--- src/rtl/bus_arb2.sv ---
// bus_arb2: two-master split-bus arbiter with lock-on-stall,
// round-robin grant and an in-order read-ID FIFO for response routing.
module bus_arb2 #(
  parameter int unsigned RD_FIFO_POW = 2
) (
  input  logic        clk_i,
  input  logic        rst_i,

  input  logic        m0_req_i,
  input  logic        m0_we_i,
  input  logic [31:0] m0_addr_bi,
  input  logic [3:0]  m0_be_bi,
  input  logic [31:0] m0_wdata_bi,
  output logic        m0_ack_o,
  output logic        m0_resp_o,
  output logic [31:0] m0_rdata_bo,

  input  logic        m1_req_i,
  input  logic        m1_we_i,
  input  logic [31:0] m1_addr_bi,
  input  logic [3:0]  m1_be_bi,
  input  logic [31:0] m1_wdata_bi,
  output logic        m1_ack_o,
  output logic        m1_resp_o,
  output logic [31:0] m1_rdata_bo,

  output logic        s_req_o,
  output logic        s_we_o,
  output logic [31:0] s_addr_bo,
  output logic [3:0]  s_be_bo,
  output logic [31:0] s_wdata_bo,
  input  logic        s_ack_i,
  input  logic        s_resp_i,
  input  logic [31:0] s_rdata_bi,

  output logic        err_o
);

  localparam int unsigned D = 1 << RD_FIFO_POW;

  localparam logic [RD_FIFO_POW-1:0] PTR_ONE  = 1;
  localparam logic [RD_FIFO_POW:0]   CNT_ONE  = 1;
  localparam logic [RD_FIFO_POW:0]   CNT_FULL = D[RD_FIFO_POW:0];

  typedef enum logic {
    UNLOCKED = 1'b0,
    LOCKED   = 1'b1
  } state_t;

  state_t state_q, state_d;
  logic   lock_id_q, lock_id_d;
  logic   rr_q, rr_d;
  logic   err_q, err_d;

  logic [RD_FIFO_POW-1:0] wptr_q, wptr_d;
  logic [RD_FIFO_POW-1:0] rptr_q, rptr_d;
  logic [RD_FIFO_POW:0]   cnt_q, cnt_d;
  logic                   id_mem_q [D];

  logic fifo_full;
  logic fifo_empty;
  logic elig0;
  logic elig1;
  logic gid;
  logic gnt;
  logic hs;
  logic push;
  logic pop;
  logic head_id;

  assign fifo_full  = (cnt_q == CNT_FULL);
  assign fifo_empty = (cnt_q == '0);

  // A read may only be presented while a FIFO slot is free.
  assign elig0 = m0_req_i & (m0_we_i | ~fifo_full);
  assign elig1 = m1_req_i & (m1_we_i | ~fifo_full);

  // Grant select: locked master wins outright, else round-robin.
  always_comb begin
    gid = 1'b0;
    gnt = 1'b0;
    unique case (state_q)
      LOCKED: begin
        gid = lock_id_q;
        gnt = lock_id_q ? elig1 : elig0;
      end
      default: begin
        gnt = elig0 | elig1;
        gid = (elig0 & elig1) ? rr_q : elig1;
      end
    endcase
  end

  // Slave-side request mux; all fields zero when nothing is granted.
  always_comb begin
    s_req_o    = gnt;
    s_we_o     = 1'b0;
    s_addr_bo  = '0;
    s_be_bo    = '0;
    s_wdata_bo = '0;
    if (gnt) begin
      unique case (1'b1)
        gid: begin
          s_we_o     = m1_we_i;
          s_addr_bo  = m1_addr_bi;
          s_be_bo    = m1_be_bi;
          s_wdata_bo = m1_wdata_bi;
        end
        default: begin
          s_we_o     = m0_we_i;
          s_addr_bo  = m0_addr_bi;
          s_be_bo    = m0_be_bi;
          s_wdata_bo = m0_wdata_bi;
        end
      endcase
    end
  end

  assign hs   = s_req_o & s_ack_i;
  assign push = hs & ~s_we_o;
  assign pop  = s_resp_i & ~fifo_empty;

  assign head_id = id_mem_q[rptr_q];

  assign m0_ack_o = hs & ~gid;
  assign m1_ack_o = hs & gid;

  assign m0_resp_o   = pop & ~head_id;
  assign m1_resp_o   = pop & head_id;
  assign m0_rdata_bo = {32{m0_resp_o}} & s_rdata_bi;
  assign m1_rdata_bo = {32{m1_resp_o}} & s_rdata_bi;

  assign err_o = err_q;

  // Lock on a stalled request, release once it is accepted.
  always_comb begin
    state_d   = state_q;
    lock_id_d = lock_id_q;
    unique case (state_q)
      UNLOCKED: begin
        if (s_req_o & ~s_ack_i) begin
          state_d   = LOCKED;
          lock_id_d = gid;
        end
      end
      LOCKED: begin
        if (hs) begin
          state_d = UNLOCKED;
        end
      end
      default: begin
        state_d = UNLOCKED;
      end
    endcase
  end

  // Round-robin pointer, FIFO pointers/occupancy and sticky error.
  always_comb begin
    rr_d   = hs ? ~gid : rr_q;
    wptr_d = push ? (wptr_q + PTR_ONE) : wptr_q;
    rptr_d = pop ? (rptr_q + PTR_ONE) : rptr_q;
    cnt_d  = cnt_q;
    unique case ({push, pop})
      2'b10:   cnt_d = cnt_q + CNT_ONE;
      2'b01:   cnt_d = cnt_q - CNT_ONE;
      default: cnt_d = cnt_q;
    endcase
    err_d = err_q | (s_resp_i & fifo_empty);
  end

  // Control and pointer registers.
  always_ff @(posedge clk_i) begin
    if (rst_i) begin
      state_q   <= UNLOCKED;
      lock_id_q <= 1'b0;
      rr_q      <= 1'b0;
      err_q     <= 1'b0;
      wptr_q    <= '0;
      rptr_q    <= '0;
      cnt_q     <= '0;
    end else begin
      state_q   <= state_d;
      lock_id_q <= lock_id_d;
      rr_q      <= rr_d;
      err_q     <= err_d;
      wptr_q    <= wptr_d;
      rptr_q    <= rptr_d;
      cnt_q     <= cnt_d;
    end
  end

  // ID storage; contents are meaningless outside the valid window.
  always_ff @(posedge clk_i) begin
    if (push & ~rst_i) begin
      id_mem_q[wptr_q] <= gid;
    end
  end

endmodule

--- config.mk ---
export PLATFORM = sky130hd
export DESIGN_NAME = bus_arb2
export DESIGN_NICKNAME = d
export VERILOG_FILES = /design/src/rtl/bus_arb2.sv
export SDC_FILE = /design/constraint.sdc
export NUM_CORES = 1
export LEC_CHECK = 0
export BUFFER_PORTS_ARGS = -buffer_cell sky130_fd_sc_hd__buf_2
export CORE_AREA = 2 2 124 126
export DETAILED_ROUTE_END_ITERATION = 8
export DIE_AREA = 0 0 126 128
export PLACE_DENSITY = 0.46
export SYNTH_ARGS = -nofsm -noshare
export SYNTH_HDL_FRONTEND = slang
export SYNTH_SLANG_ARGS = --single-unit
--- constraint.sdc ---
create_clock -name clk_i -period 6 [get_ports clk_i]
set_clock_uncertainty 0.2 [all_clocks]
set_input_delay 0.6 -clock clk_i [delete_from_list [all_inputs] [get_ports clk_i]]
set_output_delay 0.6 -clock clk_i [all_outputs]
set_load 0.02 [all_outputs]
After elaboration in Yosys (flattened, before gate mapping)
Memories as Yosys holds them, arrays and structs flattened. A register that Yosys moved wholly into a read port is not among the register bits.
Index checks and enable logic that the tools add are counted.
Storage, ports and cells
  register bits: 11
  bits in latches: 0
  bits in writable memories: 4
  memory bits (read-only): 0
  bits of input ports: 176
  output and inout bits: 139
  word-level logic and storage cells: 65
  memories kept: 1
Memory list
  id_mem_q: depth 4, bits a word 1, read ports 1, clocked after memory_dff 1, wr ports 1, RTL line 58  | logic id_mem_q [D];
Operators by class
  $add $sub $neg: 4
  multiply operators: 0
  div/mod/pow operators: 0
  order comparisons: 0
  equal/unequal tests: 3
  shift-type cells: 0
  multiplexer cells: 20
  bitwise logic cells: 27
  reduce and logical (&&, ||, !) cells: 3
Operator list (count)
  $mux 32: 4
  $and 32x32->32: 2
  $and 1x1->1: 13
  $mux 1: 10
  $mux 4: 2
  $not 1->1: 8
  $pmux 3 s2: 1
  $add 2x1->2 const B: 2
  $mux 2: 2
  $or 1x1->1: 4
  $add 3x1->3 const B: 1
  $eq 3x3->1 const B: 1
  $logic_not 3->1: 1
  $sub 3x1->3 const B: 1
  $eq 2x1->1 const B: 1
  $eq 2x2->1 const B: 1
  $pmux 1 s2: 1
  $reduce_and 2->1: 1
  $reduce_bool 2->1: 1

Longest topological paths before layout
  word-level depth: 14
  mapped depth: 12
  depth with buffers taken out: 11

Worst setup path before layout
No wires, ideal clock.
  path type: in2reg
  from: input m0_we_i
  to: register cnt_q[2]
  setup time: 0.071 ns
  arrival time: 2.753 ns
  data required time: 5.729 ns
  slack: 2.976 ns
  cell stages on the path: 12
  path buffers: 1
  path through: nor4b_2 nor3_1 o31a_1 buf_6 a211oi_4 inv_1 ha_1 inv_1 fa_1 xor2_1 or3_1 a21oi_1
Between the ends
  cells in the longest elaborated chain, start to end: 11
  elaborated cells between the ends (all ways): 17
  those cells by class: 2 x eq/ne; 7 x mux; 7 x bitwise; 1 x reduce/logical
Ends and longest elaborated chain
  start, declared: RTL line 10  | input logic m0_we_i,
  $or 1x1->1: RTL line 75  | assign elig0 = m0_req_i & (m0_we_i | ~fifo_full);
  $and 1x1->1: RTL line 75
  $and 1x1->1: RTL line 89  | gid = (elig0 & elig1) ? rr_q : elig1;
  $mux 1: RTL line 89
  $mux 1: RTL line 82  | unique case (state_q)
  $mux 1: RTL line 102  | unique case (1'b1)
  $mux 1: RTL line 101  | if (gnt) begin
  $not 1->1: RTL line 120  | assign push = hs & ~s_we_o;
  $and 1x1->1 (*): RTL line 120
  $eq 2x1->1 or $eq 2x2->1 (tied branches): RTL line 163  | unique case ({push, pop})
  $pmux 3 s2 or $reduce_bool 2->1 (tied branches)
  end signal, assigned: RTL line 188  | cnt_q <= cnt_d;
  end, declared: RTL line 57  | logic [RD_FIFO_POW:0] cnt_q, cnt_d;
Mark *: on every way between the ends. The rest lies on a longest branch, timed or not.
A chain may end at the register's enable or synchronous reset.

Final worst setup path
  from: input m1_we_i
  to: output s_wdata_bo[25]
Between the ends
  cells in the longest elaborated chain, start to end: 7
  elaborated cells between the ends (all ways): 10
  those cells by class: 6 x mux; 4 x bitwise
Ends and longest elaborated chain
  start, declared: RTL line 19  | input logic m1_we_i,
  $or 1x1->1 (*): RTL line 76  | assign elig1 = m1_req_i & (m1_we_i | ~fifo_full);
  $and 1x1->1 (*): RTL line 76
  $and 1x1->1: RTL line 89
  $mux 1: RTL line 89
  $mux 1: RTL line 82
  $mux 32: RTL line 102
  $mux 32 (*): RTL line 101
  end, declared: RTL line 31  | output logic [31:0] s_wdata_bo,
Marked as above.

==> results.py <==
metrics = {
    "outcome": {
        "outcome": "completed",
    },
    "floorplan": {
        "die_w_um": 126,
        "start_util_pct": 15.8,
        "die_area_um2": 16100,
        "fp.dieH_um": 128,
        "ios": 315,
        "std_cell_rows": 45,
        "coreArea_um2": 14900,
    },
    "setup_path": {
        "reg2reg_setup_slack_ps": 2740,
        "slowest_stage": "buf_4",
        "path_max_fanout": 63,
        "cp-start-kind": "input pin",
        "timing.rr.start": "cnt_q[1]",
        "worstPathRequired_ps": 5200,
        "critical_path_buf_inv_count": 3,
        "worst_path_largest_cell_delay_ps": 830,
        "arrival_ps": 3110,
        "crit_type": "in2out",
        "critPathTopFamily": "buffers and inverters",
        "end_kind": "primary output",
        "reg2reg_to": "cnt_q[2]",
        "crit_top_cell": "buf_2",
        "path_cells": "buf_2, nor4b_1, nand2b_1, o31a_2, buf_4, mux2i_1, nor2_1, buf_2",
        "rr_worst_depth": 11,
    },
    "route": {
        "drtPass1Iterations": 5,
        "post_drt_via_cell_ratio": 4.12,
        "met1_length_um": 3720,
        "top_layer": "met5",
        "wl_met3_um": 1050,
        "vias": 3305,
        "drt_iter0_drc": 63,
        "remaining_drc_errors": 0,
        "postRouteAntennaNets": 0,
        "dr_wl_met2_um": 5720,
        "drt_wl_total_um": 10800,
        "wl_per_cell_um": 13.5,
    },
    "clock_tree": {
        "cts-root-buf": "clkbuf_16",
        "ctsResizeCount": 0,
        "hold_buffers": 0,
        "post_cts_buffers": 0,
        "h-tree-depth": 1,
        "clkSlewWorstSetupHoldPaths_ps": 50,
        "cts_sinks": 17,
        "clock_latency_ps": 250,
        "cts_buffers": 3,
        "cts_tree": "done",
        "cts_buffer_depth": 2,
    },
    "flow_run": {
        "cap_violations": 0,
    },
    "sta": {
        "timing.final.crit_share_pct": 65.2,
        "holdWs_ps": 269,
        "setup_viol": 0,
        "min_period_ps": 3910,
        "rsz0062_at_grt": "false",
        "setup_tns_ps": 0,
        "worst_slew_pin_slew_ps": 1020,
        "hold_viol": 0,
        "relSlewSlack_pct": 31.9,
        "drv_slew": 0,
        "fmax_mhz": 256,
    },
    "pwr": {
        "power_leakage_nw": 2.78,
        "power_per_cell_area_nw_per_um2": 228,
        "peakVddDrop_mv": 0.0865,
    },
    "grt": {
        "grt_max_degree": 69,
        "grtUsageTotal_pct": 11.8,
        "overflow": 0,
        "grt_pass1_vias": 2993,
        "grt_pass1_wl_um": 15400,
        "antenna_found_initial": 2,
    },
    "synth": {
        "synth_area_um2": 2350,
        "ys_ff_latch": 17,
        "synth_top_family_by_area": "simple AND/OR/NAND/NOR gates",
        "yosysWarnings": 0,
        "ys_seq_area_share_pct": 16.2,
        "syn_area_per_cell_um2": 7.34,
        "synth_cells": 320,
        "muxShareOfSynthArea_pct": 30.8,
        "syn_nets": 502,
        "synthSimpleGateAreaFrac_pct": 36.9,
        "yosysUniqueCellTypes": 36,
        "synth_compound_gate_area_share_pct": 4.26,
        "yosys.area_share.adder_pct": 3.52,
        "synth-xor-area-share_pct": 1.49,
    },
    "final_layout": {
        "nets": 798,
        "diodes": 0,
        "syn_to_final_growth_pct": 76.5,
        "drive_above_1_share_pct": 52.8,
    },
    "placed_design": {
        "port_buffers": 314,
        "gp_congestion": 0.868,
        "hpwl_um": 9430,
    },
    "min_path": {
        "hold_depth": 2,
        "hold_path.class": "reg2reg",
        "min_to": "err_o",
        "hold_start": "err_o",
    },
}
## per-layer routing
| layer | up-vias | global-route usage, % |
|---|---|---|
| li1 | 1666 | - |
| met1 | 1402 | 11.4 |
| met2 | 215 | 24.5 |
| met3 | 18 | 2.88 |
| met4 | 4 | 3.17 |
| met5 | - | 0 |
## cells by family (layout without fill, tap and decap cells)
logic type / Yosys count / after routing
AO/OA/AOI/OAI: 14 / 14
flip-flops: 17 / 17
XOR/XNOR: 4 / 4
adder cells (fa/ha/maj): 6 / 6
AND/OR/NAND/NOR: 170 / 170
buffers and inverters: 38 / 333
multiplexers: 71 / 71
## synth_stat cells
| cell | n | area share [%] |
|---|---|---|
| buf_1 | 1 | 0.16 |
| a211oi_1 | 1 | 0.32 |
| a21oi_1 | 6 | 1.3 |
| mux2_1 | 1 | 0.48 |
| buf_2 | 8 | 1.7 |
| clkinv_1 | 1 | 0.16 |
| nand3b_1 | 1 | 0.32 |
| and2_1 | 33 | 8.8 |
| nor3_1 | 2 | 0.43 |
| or4_1 | 1 | 0.32 |
| o22ai_1 | 1 | 0.27 |
| o21ai_0 | 2 | 0.43 |
| nand3_1 | 3 | 0.64 |
| xor2_1 | 3 | 1.1 |
| or3_1 | 1 | 0.27 |
| mux4_2 | 1 | 0.96 |
| edfxtp_1 | 4 | 5.1 |
| dfxtp_1 | 13 | 11 |
| nand2_1 | 5 | 0.80 |
| xnor2_1 | 1 | 0.37 |
| nor2_1 | 81 | 13 |
| and3b_1 | 4 | 1.5 |
| mux2i_1 | 69 | 29 |
| a211oi_4 | 1 | 0.85 |
| nor4b_1 | 1 | 0.37 |
| o31a_1 | 1 | 0.37 |
| inv_1 | 11 | 1.8 |
| fa_1 | 1 | 0.85 |
| clkbuf_1 | 16 | 2.6 |
| buf_6 | 1 | 0.48 |
| o41ai_1 | 1 | 0.37 |
| ha_1 | 5 | 2.7 |
| nor4b_2 | 1 | 0.64 |
| nand2b_1 | 5 | 1.3 |
| and3_1 | 32 | 8.5 |
| o221ai_1 | 1 | 0.37 |
## area by class of cell
| type | count | area [um2] |
|---|---|---|
| timing repair buffer | 317 | 1590 |
| fill | 1662 | 10700 |
| inverter | 12 | 45.0 |
| multi-input combinational | 265 | 1810 |
| clock buffer | 4 | 78.8 |
| tap | 188 | 235 |
| sequential | 17 | 380 |
## worst register-to-register path: stages (launching register included)
cell	delay, ps
dfxtp_1	350
nor4b_2	470
nor3_1	130
o31a_2	480
a211oi_4	450
inv_1	90
ha_1	240
inv_1	80
fa_1	190
xor2_1	80
or3_1	300
a21oi_1	140
## cells in the final DEF (no fill, tap or decap), types with 2 or more instances in the layout
cell type and n:
nand3_1 3, xor2_1 3, nand2b_1 5, mux2i_1 69, nor3_1 2, dfxtp_1 13, ha_1 5, edfxtp_1 4
and3b_1 4, buf_2 314, inv_1 11, o21ai_0 2, and3_1 32, a21oi_1 6, clkbuf_16 3, buf_4 3
and2_1 33, nor2_1 81, nand2_1 4
## worst max path at each step
stage | startpoint | endpoint | slack (ps) | depth (start not counted)
floorplan | m0_we_i | cnt_q[2] | 2980 | 12
global placement | m1_we_i | s_be_bo[1] | 2120 | 8
detailed placement | m1_we_i | s_be_bo[2] | 2080 | 8
CTS | m1_we_i | s_be_bo[2] | 2070 | 8
global route | m1_we_i | s_be_bo[2] | 1870 | 8
finish | m1_we_i | s_wdata_bo[25] | 2090 | 8
## power by group
| group | switching (mW) | internal, mW |
|---|---|---|
| registers | 0.0168 | 0.137 |
| logic | 0.411 | 0.246 |
| clock network | 0.0431 | 0.0902 |
| total | 0.471 | 0.474 |
## through the flow
step                total power [mW]  cell area (um2)  utilization [%]  worst slack, ps  std cells
floorplan                      0.588             2350                -             2980        320
global placement               0.827             4070             27.4             2120        799
detailed placement             0.820             4070             27.4             2080        799
CTS                            0.957             4150             27.9             2070        803
global route                    1.01             4150             27.9             1870        803
finish                         0.945             4150             27.9             2090        803
(Power assumes the default switching activity.)
